<file path="src/rtl/enemy_fire_if.sv">
// enemy_fire_if
//   Bundle between the enemy-position logic, the enemy fire scheduler and
//   the pool of per-slot missile controllers.
//   Signals:
//     enable       gameplay running
//     enemy_alive  bit i = enemy i alive
//     enemy_xpos   packed x positions, enemy i at [12*i +: 12]
//     enemy_ypos   packed y positions, same packing
//     slot_busy    on_out of each missile slot
//     fire_req     one-hot, one-cycle fire pulse to the chosen slot
//     fire_xpos    muzzle x of the last issued shot
//     fire_ypos    muzzle y of the last issued shot
//     fire_src     index of the enemy that fired
//   Modports:
//     master  the scheduler (drives the fire_* outputs)
//     slave   the surrounding game logic / missile pool
interface enemy_fire_if #(
  parameter int N_EN   = 4,
  parameter int N_SLOT = 2
);
  logic                 enable;
  logic [N_EN-1:0]      enemy_alive;
  logic [12*N_EN-1:0]   enemy_xpos;
  logic [12*N_EN-1:0]   enemy_ypos;
  logic [N_SLOT-1:0]    slot_busy;
  logic [N_SLOT-1:0]    fire_req;
  logic [11:0]          fire_xpos;
  logic [11:0]          fire_ypos;
  logic [1:0]           fire_src;

  modport master (
    input  enable, enemy_alive, enemy_xpos, enemy_ypos, slot_busy,
    output fire_req, fire_xpos, fire_ypos, fire_src
  );

  modport slave (
    output enable, enemy_alive, enemy_xpos, enemy_ypos, slot_busy,
    input  fire_req, fire_xpos, fire_ypos, fire_src
  );
endinterface

</file>
<file path="src/rtl/enemy_fire_scheduler.sv">
// enemy_fire_scheduler
//   Decides when enemies shoot and which enemy fires from which missile slot.
//   Every FIRE_PERIOD enabled cycles one alive enemy and one free slot are
//   picked, and that slot gets a one-cycle fire request carrying the enemy's
//   muzzle position (enemy position plus X_OFFSET / Y_OFFSET, modulo 4096).
//   Ports:
//     pclk  pixel clock
//     rst   synchronous reset, active high
//     bus   enemy_fire_if.master (enable, enemy_alive, enemy_xpos,
//           enemy_ypos, slot_busy in; fire_req, fire_xpos, fire_ypos,
//           fire_src out)
//   Configuration:
//     ENEMY_FIRE_LFSR_EN  when defined, the enemy scan starts at the low two
//                         bits of a free-running 16-bit LFSR instead of the
//                         round-robin pointer.
module enemy_fire_scheduler #(
  parameter int N_EN        = 4,
  parameter int N_SLOT      = 2,
  parameter int FIRE_PERIOD = 650000,
  parameter int X_OFFSET    = 24,
  parameter int Y_OFFSET    = 64,
  parameter int HOLD_MAX    = 4
) (
  input logic          pclk,
  input logic          rst,
  enemy_fire_if.master bus
);

  localparam int CNT_W  = $clog2(FIRE_PERIOD);
  localparam int SLOT_W = (N_SLOT > 1) ? $clog2(N_SLOT) : 1;
  localparam int HOLD_W = $clog2(HOLD_MAX + 1);

  localparam logic [1:0] WAIT   = 2'd0;
  localparam logic [1:0] SELECT = 2'd1;
  localparam logic [1:0] ISSUE  = 2'd2;
  localparam logic [1:0] HOLD   = 2'd3;

  logic [1:0]        state;
  logic [CNT_W-1:0]  cnt;
  logic [HOLD_W-1:0] hold_cnt;
  logic [1:0]        sel_en;
  logic [SLOT_W-1:0] sel_slot;
  logic [11:0]       sel_x;
  logic [11:0]       sel_y;

  logic [1:0]        start_idx;
  logic [1:0]        scan_idx;
  logic              en_found;
  logic [1:0]        en_pick;
  logic              slot_found;
  logic [SLOT_W-1:0] slot_pick;
  logic [11:0]       pos_x;
  logic [11:0]       pos_y;

`ifdef ENEMY_FIRE_LFSR_EN
  // Fibonacci LFSR, taps 16,14,13,11, runs every cycle regardless of state.
  logic [15:0] lfsr;

  always_ff @(posedge pclk) begin
    if (rst)
      lfsr <= 16'hACE1;
    else
      lfsr <= {lfsr[14:0], lfsr[15] ^ lfsr[13] ^ lfsr[12] ^ lfsr[10]};
  end

  assign start_idx = lfsr[1:0];
`else
  logic [1:0] rr_ptr;

  // The pointer moves past the chosen enemy even when the shot was cancelled
  // because that enemy died, so a dead pick never stalls the rotation.
  always_ff @(posedge pclk) begin
    if (rst)
      rr_ptr <= 2'd0;
    else if (state == ISSUE)
      rr_ptr <= sel_en + 2'd1;
  end

  assign start_idx = rr_ptr;
`endif

  // Scan downward so the alive enemy closest to start_idx (wrapping) wins.
  always_comb begin
    en_found = 1'b0;
    en_pick  = start_idx;
    scan_idx = start_idx;
    for (int i = N_EN - 1; i >= 0; i--) begin
      scan_idx = start_idx + 2'(i);
      if (bus.enemy_alive[scan_idx]) begin
        en_found = 1'b1;
        en_pick  = scan_idx;
      end
    end
  end

  always_comb begin
    slot_found = 1'b0;
    slot_pick  = '0;
    for (int s = N_SLOT - 1; s >= 0; s--) begin
      if (!bus.slot_busy[s]) begin
        slot_found = 1'b1;
        slot_pick  = SLOT_W'(s);
      end
    end
  end

  always_comb begin
    pos_x = '0;
    pos_y = '0;
    for (int i = 0; i < N_EN; i++) begin
      if (en_pick == 2'(i)) begin
        pos_x = bus.enemy_xpos[12*i +: 12];
        pos_y = bus.enemy_ypos[12*i +: 12];
      end
    end
  end

  // The period counter only advances in WAIT and is already zero on leaving
  // it. HOLD keeps a just-fired slot from being picked again before its
  // busy flag has had time to rise.
  always_ff @(posedge pclk) begin
    if (rst) begin
      state         <= WAIT;
      cnt           <= '0;
      hold_cnt      <= '0;
      sel_en        <= 2'd0;
      sel_slot      <= '0;
      sel_x         <= 12'd0;
      sel_y         <= 12'd0;
      bus.fire_req  <= '0;
      bus.fire_xpos <= 12'd0;
      bus.fire_ypos <= 12'd0;
      bus.fire_src  <= 2'd0;
    end else begin
      bus.fire_req <= '0;
      case (state)
        WAIT: begin
          if (bus.enable) begin
            if (cnt == CNT_W'(FIRE_PERIOD - 1)) begin
              cnt   <= '0;
              state <= SELECT;
            end else begin
              cnt <= cnt + 1'b1;
            end
          end
        end
        SELECT: begin
          if (en_found && slot_found) begin
            sel_en   <= en_pick;
            sel_slot <= slot_pick;
            sel_x    <= pos_x + 12'(X_OFFSET);
            sel_y    <= pos_y + 12'(Y_OFFSET);
            hold_cnt <= '0;
            state    <= ISSUE;
          end else begin
            state <= WAIT;
          end
        end
        ISSUE: begin
          if (bus.enemy_alive[sel_en]) begin
            bus.fire_req  <= N_SLOT'(1) << sel_slot;
            bus.fire_xpos <= sel_x;
            bus.fire_ypos <= sel_y;
            bus.fire_src  <= sel_en;
          end
          state <= HOLD;
        end
        HOLD: begin
          if (bus.slot_busy[sel_slot] || hold_cnt == HOLD_W'(HOLD_MAX - 1))
            state <= WAIT;
          else
            hold_cnt <= hold_cnt + 1'b1;
        end
        default: state <= WAIT;
      endcase
    end
  end

endmodule
</file>
<file path="src/flat_wrapper.sv">
// flat-port wrapper written by rule: the top's interface ports become plain ports
module enemy_fire_scheduler_flat 
#(
  parameter int N_EN        = 4,
  parameter int N_SLOT      = 2,
  parameter int FIRE_PERIOD = 650000,
  parameter int X_OFFSET    = 24,
  parameter int Y_OFFSET    = 64,
  parameter int HOLD_MAX    = 4
)
  (pclk, rst, bus_enable, bus_enemy_alive, bus_enemy_xpos, bus_enemy_ypos, bus_slot_busy, bus_fire_req, bus_fire_xpos, bus_fire_ypos, bus_fire_src);
  enemy_fire_if #(.N_EN(N_EN), .N_SLOT(N_SLOT)) bus_i ();
  input logic pclk;
  input logic rst;
  input wire logic [$bits(bus_i.enable)-1:0] bus_enable;
  input wire logic [$bits(bus_i.enemy_alive)-1:0] bus_enemy_alive;
  input wire logic [$bits(bus_i.enemy_xpos)-1:0] bus_enemy_xpos;
  input wire logic [$bits(bus_i.enemy_ypos)-1:0] bus_enemy_ypos;
  input wire logic [$bits(bus_i.slot_busy)-1:0] bus_slot_busy;
  output wire logic [$bits(bus_i.fire_req)-1:0] bus_fire_req;
  output wire logic [$bits(bus_i.fire_xpos)-1:0] bus_fire_xpos;
  output wire logic [$bits(bus_i.fire_ypos)-1:0] bus_fire_ypos;
  output wire logic [$bits(bus_i.fire_src)-1:0] bus_fire_src;
  assign bus_i.enable = bus_enable;
  assign bus_i.enemy_alive = bus_enemy_alive;
  assign bus_i.enemy_xpos = bus_enemy_xpos;
  assign bus_i.enemy_ypos = bus_enemy_ypos;
  assign bus_i.slot_busy = bus_slot_busy;
  assign bus_fire_req = bus_i.fire_req;
  assign bus_fire_xpos = bus_i.fire_xpos;
  assign bus_fire_ypos = bus_i.fire_ypos;
  assign bus_fire_src = bus_i.fire_src;
  enemy_fire_scheduler #(.N_EN(N_EN), .N_SLOT(N_SLOT), .FIRE_PERIOD(FIRE_PERIOD), .X_OFFSET(X_OFFSET), .Y_OFFSET(Y_OFFSET), .HOLD_MAX(HOLD_MAX)) u_core (.pclk(pclk), .rst(rst), .bus(bus_i));
endmodule
</file>
<file path="config.mk">
export PLATFORM = sky130hd
export DESIGN_NAME = enemy_fire_scheduler_flat
export DESIGN_NICKNAME = d
export VERILOG_FILES = /design/src/rtl/enemy_fire_if.sv /design/src/rtl/enemy_fire_scheduler.sv /design/src/flat_wrapper.sv
export SDC_FILE = /design/constraint.sdc
export NUM_CORES = 1
export LEC_CHECK = 0
export BUFFER_PORTS_ARGS = -buffer_cell sky130_fd_sc_hd__buf_2
export CELL_PAD_IN_SITES_DETAIL_PLACEMENT = 1
export CELL_PAD_IN_SITES_GLOBAL_PLACEMENT = 1
export CORE_MARGIN = 3
export CORE_UTILIZATION = 34
export CTS_BUF_LIST = sky130_fd_sc_hd__clkbuf_16
export DETAILED_ROUTE_END_ITERATION = 8
export HOLD_SLACK_MARGIN = 0.12
export PLACE_DENSITY_LB_ADDON = 0.08
export REMOVE_ABC_BUFFERS = 1
export SETUP_SLACK_MARGIN = 0.4
export SLEW_MARGIN = 15
export SYNTH_ARGS = -nofsm -noshare
export SYNTH_HDL_FRONTEND = slang
export SYNTH_SLANG_ARGS = --single-unit
</file>
<file path="constraint.sdc">
create_clock -name pclk -period 2.41 [get_ports pclk]
set_input_delay 0.241 -clock pclk [delete_from_list [all_inputs] [get_ports pclk]]
set_output_delay 0.241 -clock pclk [all_outputs]
set_load 0.01 [all_outputs]
</file>
==> impl_metrics.env, run 1 <==
export IMPL_p_comb_frac=0.187
export IMPL_synth_warnings=0
export IMPL_max_slew_worst_pin_slew_ns=0.665
export IMPL_cts_buffers_inserted=9
export IMPL_hp_class="input port to flip-flop"
export IMPL_ctsLongestPathBuffers=2
export IMPL_yosys_area_top_type_share=0.386
export IMPL_number_of_flops_mapped_to_enable_cells_by_yosys=0
export IMPL_cts_tree="built"
export IMPL_clock_tree_htree_level_count=3
export IMPL_critPathArrivalTime_ns=2.62
export IMPL_top_cell_type_by_total_area_after_synthesis="sky130_fd_sc_hd__dfxtp_1"
export IMPL_setup_repair_after_global_routing_missed_its_margin="yes"
export IMPL_die_outline_width_um=118
export IMPL_layout_commonest_cell="sky130_fd_sc_hd__buf_2"
export IMPL_core_area_um2=12100
export IMPL_num_antenna_cells=0
export IMPL_chipHeight_um=118
export IMPL_firstDrtPassIters=4
export IMPL_start_point_of_the_worst_hold_path="bus_slot_busy[0]"
export IMPL_max_freq_mhz=423
export IMPL_final_antenna_net_count=0
export IMPL_reg2regPathDepth=10
export IMPL_cell_with_the_largest_stage_delay_on_the_worst_path="sky130_fd_sc_hd__dfxtp_4"
export IMPL_grt_first_pass_wirelength_mm=20.3
export IMPL_num_vias=4042
export IMPL_grt_remaining_overflow=0
export IMPL_fin_worst_skew_ns=0.00406
export IMPL_finalWirelength_mm=12.5
export IMPL_syn_cell_area_um2=4250
export IMPL_worst_path_largest_cell_delay_ns=0.37
export IMPL_drt_first_iter_violations=165
export IMPL_worst_path_stages=10
export IMPL_mostFrequentLayoutCells="sky130_fd_sc_hd__buf_2 (132), sky130_fd_sc_hd__nor2_1 (86), sky130_fd_sc_hd__dfxtp_1 (80)"
export IMPL_yosysSeqAreaShare=0.386
export IMPL_viasPerCell=4.94
export IMPL_critical_path_startpoint_type="flip-flop"
export IMPL_critical_path_top_delay_family="simple AND/OR/NAND/NOR gates"
export IMPL_worstSetupEndpoint="u_core.sel_x[9]"
export IMPL_leakage_nw=2.79
export IMPL_clock_latency_at_the_later_pin_of_the_worst_skew_pair_ns=0.34
export IMPL_reg2reg_setup_slack_ns=0.04
export IMPL_routed_wire_length_per_instance_um=15.3
export IMPL_power_ir_vdd_worst_uv=384
export IMPL_end_kind="flip-flop"
export IMPL_critical_path_n_buffers_inverters=2
export IMPL_synth_area_leaders="sky130_fd_sc_hd__dfxtp_1 (39%), sky130_fd_sc_hd__mux2i_1 (15%), sky130_fd_sc_hd__nor2_1 (7.8%)"
export IMPL_root_buffer_cell="sky130_fd_sc_hd__clkbuf_16"
export IMPL_post_route_worst_setup_slack_ns=0.0433
export IMPL_synth_flop_cell="sky130_fd_sc_hd__dfxtp_1"
export IMPL_hold_path_depth=3
export IMPL_antenna_found_initial=0
export IMPL_final_min_period_over_clock_period=0.982
export IMPL_clkSlewWorstSetupHoldPaths_ns=0.06
export IMPL_p_sw_mw=0.815
export IMPL_slew_violations=0
export IMPL_synthDistinctLibCells=50
export IMPL_ios=133
export IMPL_remaining_drc_errors=0
export IMPL_grt_pass1_vias=4246
export IMPL_outcome="complete, no violations"
export IMPL_asyncSetResetFlopFracSynth=0
export IMPL_power_share_switching=0.247
export IMPL_finalInstanceArea_um2=6250
export IMPL_max_cap_violations=0
export IMPL_power_density_nw_per_um2=528
export IMPL_timing_critical_path_required_ns=2.66
export IMPL_grt_start_max_net_pins=63
export IMPL_crit_chain="nor3_2, or3_4, nand3_4, buf_12, buf_8, mux2i_1, mux2_4, nor4_4, nand3_1, a311oi_2"
export IMPL_worst_slew_margin=0.557
export IMPL_seqPwrFrac=0.412
export IMPL_layout_area_overhead_vs_synth_pct=47.1
export IMPL_initial_core_util=0.351
export IMPL_die_area_um2=13900
export IMPL_setup_crit_path_kind="flip-flop to flip-flop"
export IMPL_intPower_mw=2.49
export IMPL_final_hold_worst_slack_ns=0.240
export IMPL_place_detailed_hpwl_mm=8.49
export IMPL_min_period_ns=2.37
export IMPL_numPortBuffers=132
export IMPL_synthesized_area_per_cell_um2=8.93
export IMPL_critical_path_reg2reg_endpoint="u_core.sel_x[9]"
export IMPL_power_frac_clock=0.401
export IMPL_hold_violations=0
export IMPL_place_gp_congestion=0.768
export IMPL_critical_path_launch_point="u_core.rr_ptr[1]"
export IMPL_finalNetCount=755
export IMPL_cts_sinks=82
export IMPL_crit_reg2reg_launch="u_core.rr_ptr[1]"
export IMPL_final_setup_tns_ns=0
export IMPL_synthCells=476
export IMPL_detailed_place_area_um2=5260
export IMPL_critPathMaxFanout=7
export IMPL_synth_seq_cells=82
export IMPL_num_rows=40
export IMPL_grtUsageTotal=0.178
export IMPL_timing_final_setup_violations=0
export IMPL_pre_cts_ws_ns=-0.0992
export IMPL_drive_gt1_frac=0.414
## cell usage after synthesis (all sizes together) (2+ instances only)
cell and n:
dfxtp 82, nor3 14, nand3 13, a311oi 4
nor4 2, and3 2, ha 5, buf 13
nor2b 14, nand2 22, inv 10, nor3b 2
mux2i 64, o21ai 4, clkbuf 14, xnor2 5
nor2 88, or3 4, a211oi 30, a21oi 25
a21o 5, o21a 2, xor2 18, nand2b 2
mux2 13, nand4 5
## flip-flops by register name, summed over array words and instances (netlist names), named ones only
signal / cells
u_core.hold_cnt: 3
u_core.bus.fire_src: 2
u_core.bus.fire_xpos: 12
u_core.cnt: 20
u_core.sel_x: 12
u_core.sel_slot: 1
u_core.sel_y: 12
u_core.bus.fire_req: 2
u_core.state: 1
u_core.rr_ptr: 2
u_core.sel_en: 2
u_core.bus.fire_ypos: 12
## tightest hold or removal path: stages
cell	delay, ns
sky130_fd_sc_hd__buf_2	0.13
sky130_fd_sc_hd__nor2_1	0.11
sky130_fd_sc_hd__nor3_1	0.05
## repair_timing
action,4_1_cts,5_1_grt
setup buffers,15,6
hold buffers,0,1
pin swaps,26,23
resized for setup,54,42
gates cloned,4,0
endpoints found under the hold margin,0,1
setup endpoints to repair,21,42
## through the flow
step,instances,utilization,total power [mW]
4_1_cts,811,0.496,3.29
5_1_grt,818,0.516,3.46
6_report,818,0.516,3.30
2_1_floorplan,449,-,1.62
3_3_place_gp,776,0.434,1.80
3_5_place_dp,776,0.434,1.82
## logic make-up after synthesis
group	share of synthesized area
AO/OA/AOI/OAI	0.124
XOR/XNOR	0.0474
adder cells (fa/ha/maj)	0.0147
buffers and inverters	0.0418
flip-flops	0.386
multiplexers	0.191
AND/OR/NAND/NOR	0.195
## power groups by stage
stage               clock (mW)  sequential, mW  combinational [mW]
global placement             0            1.39               0.414
CTS                       1.37            1.36               0.559
detailed placement           0            1.39               0.425
floorplan                    0            1.39               0.228
global route              1.43            1.36               0.668
finish                    1.32            1.36               0.617
## routing by layer
layer  track usage  share of wire  vias up  wire (µm)
met5             0              0        -          0
met4        0.0593          0.014        0        175
met3        0.0423          0.048       14        599
met2         0.319           0.52       85       6490
met1         0.207           0.42     1925       5230
li1              -              -     2018          -
## layout make-up
type / instances / area [µm²]
well taps: 168 / 210
inverters: 10 / 37.5
fillers: 1427 / 5860
flip-flops and latches: 82 / 1650
clock inverters: 7 / 60.1
multi-input cells: 357 / 2750
clock buffers: 9 / 225
repair buffers: 185 / 1320
## worst min-delay path by stage
stage,to,slack (ns)
final,u_core.sel_slot,0.24
after CTS,u_core.cnt[0],0.12
after floorplan,u_core.sel_x[9],0.31
after global routing,u_core.sel_slot,0.25
after global placement,u_core.sel_x[5],0.44
after detailed placement,u_core.sel_x[5],0.45
Power figures use the tool's default switching activity.
==> run 2: changes to the inputs <==
SETUP_SLACK_MARGIN = 0.15   (was 0.4)
SLEW_MARGIN = 20   (was 15)
==> run 2 against run 1 <==
Sequential cell count is the same. Worst hold slack gained 0.0036 ns. Sequential share of layout area grew 1.5 points. Non-clock buffer count shrank 11. Register-to-register slack lost 0.04 ns. Die area is the same. Cell area shrank 5.5%. Highest routed layer unchanged.
==> impl_metrics.env, run 2 (same netlist as run 1, synthesis figures left out) <==
export IMPL_post_route_worst_setup_slack_ns=0.00580
export IMPL_min_period_ns=2.40
export IMPL_clock_latency_at_the_later_pin_of_the_worst_skew_pair_ns=0.33
export IMPL_num_vias=3981
export IMPL_drive_gt1_frac=0.365
export IMPL_critPathArrivalTime_ns=2.65
export IMPL_core_area_um2=12100
export IMPL_outcome="complete, no violations"
export IMPL_max_cap_violations=0
export IMPL_initial_core_util=0.351
export IMPL_hold_path_depth=3
export IMPL_antenna_found_initial=0
export IMPL_chipHeight_um=118
export IMPL_end_kind="flip-flop"
export IMPL_layout_commonest_cell="sky130_fd_sc_hd__buf_2"
export IMPL_final_min_period_over_clock_period=0.998
export IMPL_cts_tree="built"
export IMPL_finalNetCount=744
export IMPL_root_buffer_cell="sky130_fd_sc_hd__clkbuf_16"
export IMPL_grt_first_pass_wirelength_mm=19.4
export IMPL_fillers=1460
export IMPL_max_slew_worst_pin_slew_ns=0.660
export IMPL_finalWirelength_mm=11.8
export IMPL_critical_path_n_buffers_inverters=2
export IMPL_power_ir_vdd_worst_uv=378
export IMPL_slew_violations=0
export IMPL_clkSlewWorstSetupHoldPaths_ns=0.06
export IMPL_leakage_nw=2.65
export IMPL_mostFrequentLayoutCells="sky130_fd_sc_hd__buf_2 (132), sky130_fd_sc_hd__nor2_1 (88), sky130_fd_sc_hd__dfxtp_1 (80)"
export IMPL_critical_path_reg2reg_endpoint="u_core.sel_x[9]"
export IMPL_detailed_place_area_um2=5260
export IMPL_power_density_nw_per_um2=543
export IMPL_critical_path_startpoint_type="flip-flop"
export IMPL_min_delay_worst_endpoint="u_core.sel_slot"
export IMPL_power_total_mw=3.21
export IMPL_final_antenna_net_count=0
export IMPL_cell_with_the_largest_stage_delay_on_the_worst_path="sky130_fd_sc_hd__nor4_4"
export IMPL_num_rows=40
export IMPL_grt_start_max_net_pins=63
export IMPL_start_point_of_the_worst_hold_path="bus_slot_busy[0]"
export IMPL_reg2reg_setup_slack_ns=0.006
export IMPL_cts_sinks=82
export IMPL_crit_chain="nand2b_4, a211o_1, nand3_4, buf_12, buf_8, mux2i_1, mux2_4, nor4_4, nand3_1, a311oi_2"
export IMPL_critical_path_top_delay_family="simple AND/OR/NAND/NOR gates"
export IMPL_viasPerCell=4.93
export IMPL_cts_buffers_inserted=9
export IMPL_drt_first_iter_violations=161
export IMPL_ios=133
export IMPL_crit_reg2reg_launch="u_core.rr_ptr[1]"
export IMPL_setup_repair_after_global_routing_missed_its_margin="yes"
export IMPL_die_area_um2=13900
export IMPL_max_freq_mhz=416
export IMPL_finalInstanceArea_um2=5910
export IMPL_setup_crit_path_kind="flip-flop to flip-flop"
export IMPL_timing_critical_path_required_ns=2.66
export IMPL_worst_path_stages=10
export IMPL_reg2regPathDepth=10
export IMPL_layout_area_overhead_vs_synth_pct=39.0
export IMPL_numPortBuffers=132
export IMPL_num_antenna_cells=0
export IMPL_die_outline_width_um=118
export IMPL_hold_violations=0
export IMPL_fin_worst_skew_ns=0.00458
export IMPL_ctsLongestPathBuffers=2
export IMPL_place_gp_congestion=0.768
export IMPL_largest_reg_flops=20
export IMPL_timing_final_setup_violations=0
export IMPL_worst_path_largest_cell_delay_ns=0.37
export IMPL_pre_cts_ws_ns=-0.0992
export IMPL_grtUsageTotal=0.168
export IMPL_clock_tree_htree_level_count=3
export IMPL_hp_class="input port to flip-flop"
export IMPL_routed_wire_length_per_instance_um=14.6
export IMPL_grt_pass1_vias=4116
export IMPL_critPathMaxFanout=7
export IMPL_place_detailed_hpwl_mm=8.49
export IMPL_grt_remaining_overflow=0
export IMPL_firstDrtPassIters=4
export IMPL_worst_slew_margin=0.560
export IMPL_remaining_drc_errors=0
export IMPL_top_register="u_core.cnt"
-- run 2: cell count changes in the layout (fill, tap and decap cells not counted), sizes merged --
cell / change
bufbuf: -1
buf: -10
-- run 2: stage by stage --
stage | instances | utilization | setup TNS (ns) | hold WS [ns]
floorplan | 449 | - | -60.37 | 0.309
global placement | 776 | 0.434 | -0.0171 | 0.441
detailed placement | 776 | 0.434 | -0.264 | 0.451
CTS | 803 | 0.476 | 0 | 0.122
global route | 807 | 0.488 | -0.322 | 0.253
finish | 807 | 0.488 | 0 | 0.243
-- run 2: worst max-delay path by stage --
stage / start / to
after floorplan: u_core.rr_ptr[1] / u_core.sel_y[10]
after CTS: u_core.rr_ptr[1] / u_core.sel_x[9]
after detailed placement: bus_enemy_alive[3] / u_core.sel_y[10]
after global routing: u_core.rr_ptr[1] / u_core.sel_x[9]
final: u_core.rr_ptr[1] / u_core.sel_x[9]
after global placement: bus_enemy_alive[2] / u_core.sel_x[11]
-- run 2: tightest hold or removal path: stages --
cell and delay (ns):
sky130_fd_sc_hd__buf_2 0.13, sky130_fd_sc_hd__nor2_1 0.11, sky130_fd_sc_hd__nor3_1 0.05
-- run 2: area by class of cell --
type                       count  area [µm²]  share of cell area
clock buffer                   9         225              0.0381
multi-input combinational    357        2600               0.441
inverter                      10        37.5             0.00635
sequential                    82        1650               0.279
tap                          168         210              0.0356
clock inverter                 7        60.1              0.0102
timing repair buffer         174        1120               0.190
-- run 2: layer usage --
layer,global-route usage,wire (µm),share of wire,vias to the layer above
met5,0,0,0,-
met4,0.0608,170,0.014,0
met3,0.0432,701,0.059,18
met2,0.299,6100,0.52,92
met1,0.195,4840,0.41,1879
li1,-,-,-,1992
-- run 2: power by group --
| group | switching [mW] | total, mW | leakage [nW] | internal [mW] |
|---|---|---|---|---|
| registers | 0.00327 | 1.36 | 0.662 | 1.36 |
| logic | 0.245 | 0.531 | 1.85 | 0.286 |
| clock network | 0.530 | 1.32 | 0.140 | 0.789 |
| total | 0.778 | 3.21 | 2.65 | 2.43 |
-- run 2: what timing repair did --
| action | 4_1_cts | 5_1_grt |
|---|---|---|
| pin swaps | 13 | 15 |
| hold buffers | 0 | 1 |
| resized for setup | 27 | 25 |
| endpoints found under the setup margin | 13 | 20 |
| endpoints found under the hold margin | 0 | 2 |
| setup buffers | 10 | 3 |
| gates cloned | 1 | 0 |
